[config.mk]
export PLATFORM = sky130hd
export DESIGN_NAME = reg_hazard_ctrl
export DESIGN_NICKNAME = d
export VERILOG_FILES = /design/src/rtl/reg_hazard_ctrl.sv
export SDC_FILE = /design/constraint.sdc
export NUM_CORES = 1
export LEC_CHECK = 0
export ABC_CLOCK_PERIOD_IN_PS = 3690
export CAP_MARGIN = 20
export CORE_MARGIN = 4
export CORE_UTILIZATION = 36
export DETAILED_ROUTE_END_ITERATION = 6
export HOLD_SLACK_MARGIN = 0.1
export PLACE_DENSITY = 0.63
export SLEW_MARGIN = 20
export SYNTH_ARGS = -nofsm -noshare
export SYNTH_HDL_FRONTEND = slang
export SYNTH_SLANG_ARGS = --single-unit
[constraint.sdc]
create_clock -name clk -period 3.69 [get_ports clk]
set_input_delay 0.738 -clock clk [delete_from_list [all_inputs] [get_ports clk]]
set_output_delay 0.738 -clock clk [all_outputs]
set_load 0.01 [all_outputs]
[src/rtl/reg_hazard_ctrl.sv]
// reg_hazard_ctrl: hazard detection and operand forwarding control for the
// 5-stage MIPS16-style pipeline.
//
// Three in-flight write slots (EX, MEM, WB) follow the instructions that have
// left decode. Decode read addresses are compared against them to produce a
// load-use stall, a bubble request and per-operand forwarding selects.
//
// Handshake: there is no valid/ready pair here. id_issue qualifies the decode
// inputs. hold_in freezes every slot and forces stall for that cycle. flush
// squashes whatever would enter EX on the next edge.
//
// The load flag is kept only for the EX slot. Once a load reaches MEM its
// data is available at MEM/WB, so it forwards like any other result.
module reg_hazard_ctrl #(
  parameter int                 REG_W    = 4,
  parameter logic [REG_W-1:0]   NONE_REG = {REG_W{1'b1}},
  parameter int                 CNT_W    = 16
) (
  input  logic             clk,
  input  logic             rst,
  input  logic [REG_W-1:0] id_rs,
  input  logic [REG_W-1:0] id_rt,
  input  logic [REG_W-1:0] id_wr_reg,
  input  logic             id_is_load,
  input  logic             id_issue,
  input  logic             hold_in,
  input  logic             flush,
  output logic             stall,
  output logic             bubble,
  output logic [1:0]       fwd_a,
  output logic [1:0]       fwd_b,
  output logic [CNT_W-1:0] stall_cnt
);

  localparam logic [1:0]       FWD_RF  = 2'd0;
  localparam logic [1:0]       FWD_EX  = 2'd1;
  localparam logic [1:0]       FWD_MEM = 2'd2;
  localparam logic [1:0]       FWD_WB  = 2'd3;
  localparam logic [CNT_W-1:0] CNT_MAX = {CNT_W{1'b1}};

  // Slot state
  logic             ex_v_q,  ex_v_d;
  logic [REG_W-1:0] ex_reg_q, ex_reg_d;
  logic             ex_ld_q, ex_ld_d;
  logic             mem_v_q, mem_v_d;
  logic [REG_W-1:0] mem_reg_q, mem_reg_d;
  logic             wb_v_q,  wb_v_d;
  logic [REG_W-1:0] wb_reg_q, wb_reg_d;
  logic [CNT_W-1:0] stall_cnt_q, stall_cnt_d;

  // Operand/slot match terms
  logic a_ex, a_mem, a_wb;
  logic b_ex, b_mem, b_wb;
  logic luse;

  // Compare decode read addresses against every valid slot; NONE_REG never matches.
  always_comb begin
    a_ex  = ex_v_q  && (ex_reg_q  == id_rs) && (id_rs != NONE_REG);
    a_mem = mem_v_q && (mem_reg_q == id_rs) && (id_rs != NONE_REG);
    a_wb  = wb_v_q  && (wb_reg_q  == id_rs) && (id_rs != NONE_REG);
    b_ex  = ex_v_q  && (ex_reg_q  == id_rt) && (id_rt != NONE_REG);
    b_mem = mem_v_q && (mem_reg_q == id_rt) && (id_rt != NONE_REG);
    b_wb  = wb_v_q  && (wb_reg_q  == id_rt) && (id_rt != NONE_REG);
    luse  = id_issue && ex_ld_q && (a_ex || b_ex);
  end

  // Stall/bubble and forwarding selects; a load in EX cannot forward, so it falls through.
  always_comb begin
    stall  = hold_in || luse;
    bubble = luse && !hold_in;

    if (a_ex && !ex_ld_q) fwd_a = FWD_EX;
    else if (a_mem)       fwd_a = FWD_MEM;
    else if (a_wb)        fwd_a = FWD_WB;
    else                  fwd_a = FWD_RF;

    if (b_ex && !ex_ld_q) fwd_b = FWD_EX;
    else if (b_mem)       fwd_b = FWD_MEM;
    else if (b_wb)        fwd_b = FWD_WB;
    else                  fwd_b = FWD_RF;
  end

  // Next slot contents: hold freezes everything, otherwise shift and load EX.
  always_comb begin
    ex_v_d    = ex_v_q;
    ex_reg_d  = ex_reg_q;
    ex_ld_d   = ex_ld_q;
    mem_v_d   = mem_v_q;
    mem_reg_d = mem_reg_q;
    wb_v_d    = wb_v_q;
    wb_reg_d  = wb_reg_q;
    if (!hold_in) begin
      wb_v_d    = mem_v_q;
      wb_reg_d  = mem_reg_q;
      mem_v_d   = ex_v_q;
      mem_reg_d = ex_reg_q;
      if (flush || luse || !id_issue) begin
        ex_v_d   = 1'b0;
        ex_reg_d = NONE_REG;
        ex_ld_d  = 1'b0;
      end else begin
        ex_v_d   = (id_wr_reg != NONE_REG);
        ex_reg_d = id_wr_reg;
        ex_ld_d  = id_is_load;
      end
    end
  end

  // Saturating count of stalled cycles.
  always_comb begin
    stall_cnt_d = stall_cnt_q;
    if (stall && (stall_cnt_q != CNT_MAX)) stall_cnt_d = stall_cnt_q + 1'b1;
  end

  // Slot and counter registers with synchronous reset.
  always_ff @(posedge clk) begin
    if (rst) begin
      ex_v_q      <= 1'b0;
      ex_reg_q    <= NONE_REG;
      ex_ld_q     <= 1'b0;
      mem_v_q     <= 1'b0;
      mem_reg_q   <= NONE_REG;
      wb_v_q      <= 1'b0;
      wb_reg_q    <= NONE_REG;
      stall_cnt_q <= '0;
    end else begin
      ex_v_q      <= ex_v_d;
      ex_reg_q    <= ex_reg_d;
      ex_ld_q     <= ex_ld_d;
      mem_v_q     <= mem_v_d;
      mem_reg_q   <= mem_reg_d;
      wb_v_q      <= wb_v_d;
      wb_reg_q    <= wb_reg_d;
      stall_cnt_q <= stall_cnt_d;
    end
  end

  assign stall_cnt = stall_cnt_q;

endmodule

Word level (Yosys, flattened, before mapping)
Index checks and enable logic that the tools add are counted.

Equal/unequal tests: 10. Div/mod/pow operators: 0. Shift-type cells: 0. Add/subtract/negate cells: 1. Reduce and logical (&&, ||, !) cells: 25. Magnitude comparators: 0. $mul: 0. Muxes and demuxes: 9. Bitwise logic cells: 0.

Operator list (count): equality test 4 bit (6); logical AND 1 bit (18); adder 16 x 1 -> 16 bit, second input constant (1); != test 16 bit, second input constant (1); two-way mux 2 bit (6); != test 4 bit, second input constant (3); logical OR 1 bit (4); two-way mux 4 bit (1); logical NOT 1 bit (3); two-way mux 1 bit (2).

Latch bits: 0. Output and inout port bits: 22. Word-level logic and storage cells: 53. Memory bits (writable): 0. Memories kept: 0. Input bits: 18. ROM bits: 0. Register bits after elaboration: 32.

Longest topological paths before layout
Depth in word-level cells: 8. Mapped depth: 8. Depth with buffers taken out: 7.

Worst setup path before layout
Ideal clock, no wire load.

Path kind: input to output. Start point: input id_rt[1]. End point: output bubble. Cell stages on the path: 6. Path slack: 1235 ps. Arrival time: 1717 ps. Buffers on the path: 1. Data required time: 2952 ps. Cell sequence: buf_6 > xnor2_1 > nand4_1 > or2_1 > a21oi_1 > and3_1.

Word-level cells in the longest chain between the ends: 6. Elaborated cells on any way between the ends: 7. Classes of those cells: 2 x eq/ne; 5 x reduce/logical.

Ends and longest elaborated chain: from (decl) (RTL line 22) `input logic [REG_W-1:0] id_rt,`; equality test 4 bit (RTL line 61) `b_ex = ex_v_q && (ex_reg_q == id_rt) && (id_rt != NONE_REG);`; logical AND 1 bit (RTL line 61); logical AND 1 bit * (RTL line 61); logical OR 1 bit * (RTL line 64) `luse = id_issue && ex_ld_q && (a_ex || b_ex);`; logical AND 1 bit * (RTL line 64); logical AND 1 bit * (RTL line 70) `bubble = luse && !hold_in;`; to (decl) (RTL line 29) `output logic bubble,`.

Mark *: on every way between the ends. The rest lies on a longest branch, timed or not.

Worst setup path in the final report
Start point: input id_rt[3]. End point: output bubble.

Same word-level chain as after synthesis.

==> impl_results.md <==
* Synth Area in Compound Gates at 0.204
* All-layer global routing usage at 0.143
* WP data required at 2.95 ns
* Most common cell after layout, fill and taps aside: clkdlybuf4s50_1
* Die height at 78.5 µm
* CTS tree: built
* Synth Cell Area at 1790 µm²
* EDFF count, synth at 0
* Worst R2R Path Depth at 7
* Slew @ Worst Pin at 0.830 ns
* Cells after Synth at 215
* Worst-Skew Late Latency at 0.30 ns
* R2R setup slack at 1.54 ns
* Largest family of logic cells by synthesized area: simple AND/OR/NAND/NOR gates
* Tcrit/Tclk final at 0.955
* CTS Buffer Depth at 2
* Post-synthesis adder-cell area fraction at 0.00700
* Post-CTS Resized at 0
* Power density over the cells at 320 nW/µm²
* Syn. warnings at 0
* Hold Crit Start: stall_cnt[15]$_SDFFE_PP0P_
* Most frequent cells in the layout: clkdlybuf4s50_1 (39), dfxtp_1 (32), a21oi_1 (18), nand3_1 (16), xnor2_1 (15)
* Antenna viol nets, final at 0
* Layout cell share with drive strength beyond 1 at 0.0706
* Post-CTS Setup Inserts at 0
* Crit path top cell by count: clkdlybuf4s50_1
* Setup TNS at 0 ns
* Synth Area in XOR/XNOR at 0.0980
* Relative slew slack at 0.447
* FILL cells at 493
* Hold EP: stall_cnt[15]$_SDFFE_PP0P_
* Vias in the first global route at 1,542
* Vias at 1,666
* Top Family by Delay on Critical Path: buffers and inverters
* Post-Place Setup Slack at 0.168 ns
* RSZ-0062 raised after global routing: false
* Dpl hpwl at 3.16 mm
* IO Pins at 40
* Die W at slightly below 80 µm
* H-tree levels at 2
* Gr ovfl total at 0
* Clock skew at 0.00862 ns
* Total iterations of the first detailed-routing run at 4
* Worst Slack Setup Final at between 0.15 and 0.2 ns
* Slowest-stage cell, CP: clkdlybuf4s50_1
* Crit-path max cell delay at 0.58 ns
* Post-synthesis mux area share at 0.0168
* DRT iter0 DRCs at 68
* First-pass GRT wire length at 6.98 mm
* Final net count at 273
* Setup crit start kind: input pin
* # rows at 25
* Max-cap violations at 0
* R2r startpoint: stall_cnt[0]$_SDFFE_PP0P_
* Pin count of the biggest net entering global routing at 29
* Register area share after synthesis at 0.359
* Crit path DAT at 2.78 ns
* Num CTS Buffers at 5
* Status: finished clean
* Final wirelength at 4.22 mm
* Peak supply drop at 0.206 mV
* CTS Hold Buffers Added at 0
* Final min period at about 3.5 ns
* Layout area overhead at 30.1%
* Avg Synthesized Cell Area at 8.31 µm²
* Remaining DRCs at 0
* Top_reg_cell synth: dfxtp_1
* GPL Wtd Cong at 0.882
* Worst-path clk slew at roughly 0.07 ns
* Setup violations, final at 0
* Net Count, Synth at ~230
* Post-synthesis simple-gate area fraction at 0.259
* Synthesized flop and latch total at 32
* FF-to-FF End: stall_cnt[11]$_SDFFE_PP0P_
* # port buffers at 39
* Worst hold path class: reg2reg
* Drt wl/cell at 13.1 µm
* Hold Violations, Final at 0
* Die area at 6150 µm²
* Vias per inst at ~5.2
* Async S/R FF share, synth at 0
* CTS Sinks at 32
* Kind of critical path: in2out
* Fin. max-slew vios at 0
* Critical path buffer and inverter count at 2
* Antenna violations before repair at 0
* Yosys cell types at 39
* Hold Crit Depth at 2
* Initial Util at 0.376
* Worst-path cell chain: clkdlybuf4s50_1, xnor2_1, nand4_1, or2_1, a21oi_1, and3_1, clkdlybuf4s50_1
* CP endpoint kind: output pin
* Leak at 0.776 nW
* CTS root buf: clkbuf_8
* Worst-path fanout max at 6
* F_max at 0.284 GHz
* Core area at 4750 µm²
* N_diodes at 0
-- routing by layer --
layer	wire length (µm)	vias to the layer above	global-route usage
met1	1940	763	0.168
met3	240	9	0.0436
li1	-	853	-
met2	1950	41	0.235
met4	90	0	0.0699
met5	0	-	0
-- state kept, by name, indices dropped and copies added (netlist names) --
| register | flops |
|---|---|
| ex_reg_q | 4 |
| wb_v_q | 1 |
| mem_v_q | 1 |
| ex_v_q | 1 |
| wb_reg_q | 4 |
| ex_ld_q | 1 |
| stall_cnt | 16 |
| mem_reg_q | 4 |
-- where the power goes --
part,internal [mW],total (mW),switching [mW]
Clock,0.133,0.279,0.146
Combinational,0.0520,0.0971,0.0451
Sequential,0.355,0.368,0.0130
-- worst max-delay path by stage --
stage | start | endpoint | slack, ns | cells past startpoint
5_1_grt | id_rt[3] | bubble | 0.03 | 7
4_1_cts | id_rt[3] | bubble | 0.16 | 7
3_3_place_gp | id_rs[2] | bubble | 0.19 | 7
3_5_place_dp | id_rt[3] | bubble | 0.17 | 7
6_report | id_rt[3] | bubble | 0.17 | 7
2_1_floorplan | id_rt[1] | bubble | 1.24 | 6
-- kinds of logic (layout without fill, tap and decap cells) --
| kind of cell | Yosys count | after routing |
|---|---|---|
| AO/OA/AOI/OAI | 56 | 56 |
| XOR/XNOR | 20 | 20 |
| adder cells (fa/ha/maj) | 1 | 1 |
| buffers and inverters | 21 | 61 |
| flip-flops | 32 | 32 |
| multiplexers | 3 | 3 |
| AND/OR/NAND/NOR | 82 | 82 |
-- synthesized netlist by cell type, types with 2 or more instances --
cell type / count / area [µm²]
or4_1: 4 / 30.0
mux2i_1: 3 / 30.0
or3_1: 11 / 68.8
o22ai_1: 3 / 18.8
nor2b_1: 5 / 31.3
xnor2_1: 15 / 131
xor2_1: 5 / 43.8
and4_1: 3 / 26.3
o22a_1: 4 / 35.0
nand3_1: 16 / 80.1
nand4_1: 9 / 56.3
o21ai_0: 13 / 65.1
nand2_1: 7 / 26.3
or2_1: 2 / 12.5
clkbuf_1: 4 / 15.0
and3_1: 3 / 18.8
dfxtp_1: 32 / 641
o31ai_1: 3 / 22.5
a211o_1: 9 / 78.8
buf_6: 2 / 22.5
a21oi_1: 18 / 90.1
and2_1: 5 / 31.3
inv_1: 9 / 33.8
nor2_1: 11 / 41.3
buf_2: 5 / 25.0
-- area by class of cell --
type,count,area [µm²],area share
Clock buffer,5,68.8,0.0296
Clock inverter,3,23.8,0.0102
Inverter,9,33.8,0.0145
Multi-Input combinational cell,162,1050,0.450
Sequential cell,32,641,0.276
Tap cell,67,83.8,0.0361
Timing Repair Buffer,44,428,0.184
-- through the flow --
stage	cells	power, mW	util	hold WS, ns	instance area, µm²
4_1_cts	322	0.752	0.489	0.523	2320
6_report	322	0.744	0.489	0.513	2320
2_1_floorplan	215	0.433	-	0.475	1790
3_3_place_gp	314	0.473	0.469	0.496	2230
5_1_grt	322	0.779	0.489	0.545	2320
3_5_place_dp	314	0.474	0.469	0.512	2230
-- worst register-to-register path, delay by kind of cell, from the launching register on --
kind                       cells  cell delay, ns
adders and majority gates      1            0.21
and+or+nand+nor                3            0.73
DFF                            1            0.44
AOI/OAI and AO/OA              3            0.70
Note: power is estimated with default switching activity, not from simulation.
